### src/rtl/vga_scan_out.sv
// 640x480@60 VGA scan-out reading a 256x256 RGB332 framebuffer window.
// Optional VGA_BORDER_EN draws a white outline just outside the window.
module vga_scan_out #(
  parameter int H_VIS  = 640,
  parameter int H_FP   = 16,
  parameter int H_SYNC = 96,
  parameter int H_BP   = 48,
  parameter int V_VIS  = 480,
  parameter int V_FP   = 10,
  parameter int V_SYNC = 2,
  parameter int V_BP   = 33
) (
  input  logic        Clock,
  input  logic        Reset,
  input  logic [7:0]  iReadData,
  output logic [15:0] oReadAddress,
  output logic        oHSync,
  output logic        oVSync,
  output logic [2:0]  oRed,
  output logic [2:0]  oGreen,
  output logic [1:0]  oBlue,
  output logic        oActive,
  output logic        oFrameStart
);

  localparam logic [9:0] H_LAST = 10'(H_VIS + H_FP + H_SYNC + H_BP - 1);
  localparam logic [9:0] H_ACT  = 10'(H_VIS);
  localparam logic [9:0] HS_BEG = 10'(H_VIS + H_FP);
  localparam logic [9:0] HS_END = 10'(H_VIS + H_FP + H_SYNC);
  localparam logic [9:0] V_LAST = 10'(V_VIS + V_FP + V_SYNC + V_BP - 1);
  localparam logic [9:0] V_ACT  = 10'(V_VIS);
  localparam logic [9:0] VS_BEG = 10'(V_VIS + V_FP);
  localparam logic [9:0] VS_END = 10'(V_VIS + V_FP + V_SYNC);

  logic       tick;
  logic [9:0] hcount;
  logic [9:0] vcount;
  logic       h_wrap;
  logic       v_wrap;
  logic       active;
  logic       in_window;
  logic       hsync;
  logic       vsync;
  logic [7:0] rgb;

  assign h_wrap    = (hcount == H_LAST);
  assign v_wrap    = (vcount == V_LAST);
  assign active    = (hcount < H_ACT) && (vcount < V_ACT);
  assign in_window = (hcount[9:8] == 2'b00) && (vcount[9:8] == 2'b00);
  assign hsync     = !((hcount >= HS_BEG) && (hcount < HS_END));
  assign vsync     = !((vcount >= VS_BEG) && (vcount < VS_END));

  assign oReadAddress = {vcount[7:0], hcount[7:0]};

`ifdef VGA_BORDER_EN
  logic border;
  assign border = ((hcount == 10'd256) && (vcount <= 10'd256)) ||
                  ((vcount == 10'd256) && (hcount <= 10'd256));
`endif

  always_comb begin
    rgb = 8'h00;
    if (active) begin
      if (in_window)
        rgb = iReadData;
`ifdef VGA_BORDER_EN
      if (border)
        rgb = 8'hFF;
`endif
    end
  end

  // Pixel clock enable and raster counters
  always_ff @(posedge Clock or negedge Reset) begin
    if (!Reset) begin
      tick   <= 1'b0;
      hcount <= '0;
      vcount <= '0;
    end else begin
      tick <= ~tick;
      if (tick) begin
        if (h_wrap) begin
          hcount <= '0;
          vcount <= v_wrap ? '0 : vcount + 10'd1;
        end else begin
          hcount <= hcount + 10'd1;
        end
      end
    end
  end

  // Outputs describe the pixel the counters held before this tick
  always_ff @(posedge Clock or negedge Reset) begin
    if (!Reset) begin
      oHSync      <= 1'b1;
      oVSync      <= 1'b1;
      oRed        <= '0;
      oGreen      <= '0;
      oBlue       <= '0;
      oActive     <= 1'b0;
      oFrameStart <= 1'b0;
    end else begin
      oFrameStart <= tick && (hcount == '0) && (vcount == '0);
      if (tick) begin
        oHSync  <= hsync;
        oVSync  <= vsync;
        oRed    <= rgb[7:5];
        oGreen  <= rgb[4:2];
        oBlue   <= rgb[1:0];
        oActive <= active;
      end
    end
  end

endmodule

### config.mk
export PLATFORM = sky130hd
export DESIGN_NAME = vga_scan_out
export DESIGN_NICKNAME = d
export VERILOG_FILES = /design/src/rtl/vga_scan_out.sv
export SDC_FILE = /design/constraint.sdc
export NUM_CORES = 1
export LEC_CHECK = 0
export ABC_AREA = 1
export ABC_CLOCK_PERIOD_IN_PS = 1200
export BUFFER_PORTS_ARGS = -buffer_cell sky130_fd_sc_hd__buf_2
export CORE_ASPECT_RATIO = 0.8
export CORE_MARGIN = 4
export CORE_UTILIZATION = 49
export CTS_CLUSTER_SIZE = 8
export DETAILED_ROUTE_END_ITERATION = 10
export GPL_TIMING_DRIVEN = 0
export PLACE_DENSITY = 0.76
export SKIP_LAST_GASP = 1
export SLEW_MARGIN = 20
export SYNTH_ARGS = -nofsm -noshare
export SYNTH_HDL_FRONTEND = slang
export SYNTH_SLANG_ARGS = --single-unit
### constraint.sdc
create_clock -name Clock -period 1.2 [get_ports Clock]
set_input_delay 0.18 -clock Clock [delete_from_list [all_inputs] [get_ports Clock]]
set_output_delay 0.18 -clock Clock [all_outputs]
set_load 0.03 [all_outputs]
Yosys cells after proc, flatten, opt, wreduce, memory -nomap -nowiden
Index checks and enable logic that the tools add are counted.
Storage, ports and cells
  register bits: 33
  input port bits: 10
  output and inout bits: 28
Operators by class
  add/sub/neg operators: 2
  order comparisons: 6
  eq/ne operators: 2
  muxes and demuxes: 4
  bitwise gates (word level): 1
  reductions and logical operators: 13
Operator list (number)
  10-bit by 1-bit adder with 10-bit output (second input constant): 2
  10-bit equality test (second input constant): 2
  10-bit logical NOT: 2
  10-bit < comparator (second input constant): 2
  10-bit by 9-bit < comparator with 1-bit output (second input constant): 2
  10-bit 2-to-1 mux: 2
  8-bit 2-to-1 mux: 2
  10-bit >= comparator (second input constant): 1
  10-bit by 9-bit >= comparator with 1-bit output (second input constant): 1
  1-bit logical AND: 6
  2-bit logical NOT: 2
  1-bit logical NOT: 2
  2-bit AND reduction: 1
  1-bit NOT: 1

Logic depth before layout (Yosys ltp)
  depth in word-level cells: 4
  gate-level depth with buffers: 8
  depth with buffers taken out: 8

Worst setup path after synthesis
Ideal clock, no wire load.
  path type: register to register
  start: reg hcount[0]
  end: reg vcount[9]
  setup time: 117 ps
  arrival: 1133 ps
  required time: 1083 ps
  path slack: -50 ps
  stages on the path, launching flop included: 9
  clock period less this slack: 1250 ps
  cell sequence: dfrtp_1 ha_1 nand3_2 nor2_4 nand2_2 nor2_4 nand3_1 nand2_1 nor2_1
Between the ends
  word-level cells in the longest chain between the ends: 2
Ends and longest elaborated chain
  start: declaration: RTL line 36  | logic [9:0] hcount;
  start signal: assignment: RTL line 86  | hcount <= hcount + 10'd1;
  10-bit equality test: RTL line 46  | assign h_wrap = (hcount == H_LAST);
  2-bit AND reduction (no source line)
  end signal: assignment: RTL line 84  | vcount <= v_wrap ? '0 : vcount + 10'd1;
  end: declaration: RTL line 37  | logic [9:0] vcount;
No other way between the ends.
A chain may end at the register's enable or synchronous reset.

Final worst setup path
  start: reg vcount[1]
  end: reg vcount[2]
Between the ends
  word-level cells in the longest chain between the ends: 2
  elaborated cells on any way between the ends: 3
  classes of those cells: 1 x add/sub; 1 x eq/ne; 1 x mux
Ends and longest elaborated chain (RTL line)
  10-bit by 1-bit adder with 10-bit output / 10-bit equality test (equally long branches): 84, 47
  10-bit 2-to-1 mux (*): 84
Mark *: on every way between the ends. The rest lies on a longest branch, timed or not.

==> summary.txt <==
Drt
  – 1st-iter DRT viols: 217
  – Routed WL per cell: 15.9 um
  – Routed vias/inst: 5.48
  – DRC errors left: 0
  – Via count: 1944
  – Post-Route WL: 5630 um
  – Pre-antenna DRT Iters: 8
  – Post-route ant nets: 0

Placement
  – Gpl congestion: 0.801
  – Number of I/O port buffers: 37
  – DP HPWL: 3010 um
  – Setup WS pre-CTS: -0.236 ns
  – Area after DPL: 2110 um^2

Clocking
  – # clock sinks: 33
  – CTS Root Cell: clkbuf_8
  – Reg clk slew, reported paths: 0.07 ns
  – CTS tree: yes
  – Depth of the CTS H-tree: 2
  – Clock latency on the worst-skew pair: 0.28 ns
  – Worst-case clock buffer depth: 2
  – CTS buffer count: 5

Cells and area
  – Syn-to-layout area delta: 46.7%
  – ANT cells: 0
  – Fin area: 2720 um^2
  – Total Nets Final: 326
  – Layout cells sized above 1: 0.450

Die
  – Starting Density: 0.524
  – Top-level port count: 38
  – Die H: 63.0 um
  – Die area: 4840 um^2
  – Core Area: 3540 um^2
  – FP Rows: 19
  – Die Wd: 76.8 um

Yosys
  – Syn_nets: 248
  – Avg Cell Area, Syn: 7.93 um^2
  – Register area share after synthesis: 0.446
  – Cell Area, Synth: 1860 um^2
  – Distinct cells, synth: 28
  – Synthesized instance count: 234
  – YS warnings: 0
  – Flops & latches, synth: 33

Run status
  – Failing checks: setup timing
  – Outcome: finished, violations left

Worst setup path
  – Slowest-stage cell, CP: dfrtp_2
  – Worst path most repeated cell: inv_2
  – Critical path data required time: 1.37 ns
  – CP cell instances: inv_2 > ha_4 > inv_2 > nor2_1 > nand4_1 > nand3_1 > o21ai_2
  – Worst-path maximum fanout: 5
  – Worst path arrival time: 1.66 ns
  – Setup crit start kind: register
  – WS Path Type: reg -> reg
  – Critical Path End Type: register
  – Critical path's top delay family: simple AND/OR/NAND/NOR gates
  – Worst Path Buf+Inv: 2
  – Worst path max stage delay: 0.45 ns

Timing
  – Slew HR: 0.693
  – Setup Skew: 0.00467 ns
  – RSZ-0062 raised after global routing: yes
  – F_max: 0.670 GHz
  – Final setup fails: 25
  – Fin worst setup slack: -0.294 ns
  – Slew Limit Fails: 0
  – Hold Vio Cnt, Final: 0
  – Setup_tns: -3.96 ns
  – Minimum clock period: 1.49 ns
  – Min Hold Slack: 0.120 ns
  – Worst Max-Slew Pin Slew: 0.460 ns
  – Final period util: 1.24

Power and ir drop
  – Total power: 2.03 mW
  – Sw Pwr: 476 uW
  – Pint: 1.56 mW
  – Sw Share: 0.234
  – Clock share of power: 0.396
  – Power Density: 747 nW/um^2
  – Reg power frac: 0.557
  – Pleak: 1.41 nW
  – Combinational power share: 0.046
  – Peak VDD IR: 0.000788 V

Global routing
  – Largest net degree at the start of global routing: 34
  – Vias in the first global route: 1628
  – Initial antenna violation count: 0
  – Total GRT Usage: 0.202
  – Grt total ovfl: 0
  – Global-route wire length before repair: 7760 um

Hold path
  – Worst min-delay path class: in -> reg

Job
  – Max Cap Violations: 0
[cells by family after synthesis]
group	after synthesis	synth area share
AO/OA/AOI/OAI	17	0.0492
XOR/XNOR	7	0.0330
adder cells (fa/ha/maj)	4	0.0270
buffers and inverters	45	0.126
flip-flops	33	0.446
AND/OR/NAND/NOR	128	0.318
[what timing repair did]
action / 4_1_cts / 5_1_grt
setup endpoints to repair: 40 / 52
endpoints found under the hold margin: 31 / 0
buffers inserted: 16 / 15
gates cloned: 0 / 2
hold buffers: 1 / 0
resized for setup: 39 / 50
pin swaps: 9 / 9
[sequential cells by signal, indices dropped and copies added (netlist names)]
name         count
tick             1
oGreen           3
oActive          1
oVSync           1
oRed             3
oFrameStart      1
vcount          10
oBlue            2
oHSync           1
hcount          10
[worst reg2reg max path: stages (launching register included)]
cell     delay (ns)
dfrtp_2        0.45
inv_2          0.10
ha_4           0.15
inv_2          0.05
nor2_1         0.11
nand4_1        0.25
nand3_1        0.21
o21ai_2        0.07
[cell usage after synthesis]
| cell type | instances | share of area |
|---|---|---|
| a21oi_1 | 6 | 0.016 |
| nor4_1 | 2 | 0.0067 |
| nor3_1 | 4 | 0.011 |
| xnor2_1 | 2 | 0.0094 |
| and3_2 | 1 | 0.0040 |
| inv_1 | 25 | 0.051 |
| clkinv_1 | 1 | 0.0020 |
| nor2_2 | 4 | 0.013 |
| nand4_1 | 2 | 0.0067 |
| dfstp_2 | 2 | 0.028 |
| nand2_2 | 1 | 0.0034 |
| ha_1 | 4 | 0.027 |
| or2_2 | 1 | 0.0034 |
| nand3_1 | 23 | 0.062 |
| nand3b_1 | 1 | 0.0040 |
| nor2_1 | 25 | 0.051 |
| dfrtp_1 | 31 | 0.42 |
| nand3_2 | 1 | 0.0054 |
| nor2_4 | 2 | 0.012 |
| nand3_4 | 1 | 0.0094 |
| nand4_2 | 1 | 0.0067 |
| nand2_1 | 59 | 0.12 |
| clkbuf_1 | 1 | 0.0020 |
| o21bai_2 | 1 | 0.0061 |
| buf_4 | 17 | 0.069 |
| o21ai_0 | 10 | 0.027 |
| buf_2 | 1 | 0.0027 |
| xor2_1 | 5 | 0.024 |
[power by group through the flow]
stage,registers [mW],logic [mW],clock network (mW)
5_1_grt,1.14,0.107,0.881
3_5_place_dp,1.15,0.0939,0
3_3_place_gp,1.15,0.0920,0
2_1_floorplan,1.18,0.0113,0
4_1_cts,1.13,0.0963,0.824
6_report,1.13,0.0944,0.805
[area by class of cell]
type / count / area [um^2]
multi-input cells: 157 / 926
flip-flops and latches: 33 / 840
fillers: 232 / 821
repair buffers: 70 / 552
plain buffers: 19 / 166
inverters: 26 / 103
clock buffers: 6 / 72.6
well taps: 42 / 52.6
clock inverters: 2 / 10.0
[metrics by stage]
step | std cells | util
2_1_floorplan | 234 | -
3_3_place_gp | 313 | 0.594
3_5_place_dp | 313 | 0.594
4_1_cts | 338 | 0.687
5_1_grt | 355 | 0.768
6_report | 355 | 0.768
[path summary, 6_finish.rpt]
kind	from	to	slack (ns)	depth (start not counted)
worst max-delay path	vcount[1]	vcount[2]	-0.29	7
worst min-delay path	iReadData[2]	oGreen[0]	0.12	3
worst max register to register	vcount[1]	vcount[2]	-0.29	7
worst min register to register	oGreen[2]	oGreen[2]	0.48	2
max in group asynchronous	Reset	vcount[5]	0.43	2
min in group asynchronous	Reset	vcount[6]	0.41	2
[layout by cell type, fill, tap and decap left out, types with 2 or more instances in the layout]
cell / count
nand3_2: 4
a21oi_1: 5
buf_4: 44
clkbuf_8: 5
nand2_1: 59
ha_1: 2
clkinv_2: 3
buf_2: 20
inv_1: 20
nand3_4: 2
nand3_1: 20
o21ai_1: 3
dfstp_2: 2
nor2_2: 6
nor2_1: 22
buf_6: 20
inv_2: 4
nand4_1: 2
xor2_1: 5
o21ai_2: 2
dfrtp_2: 9
o21ai_0: 5
dfrtp_1: 22
nor3_1: 2
xnor2_1: 2
nor2_4: 3
ha_4: 2
[routing by layer]
metal | global-route usage | wire (um)
met4 | 0.0656 | 169
met1 | 0.284 | 2340
met3 | 0.0403 | 393
met5 | 0 | 0
met2 | 0.310 | 2730
Power figures use the tool's default switching activity.
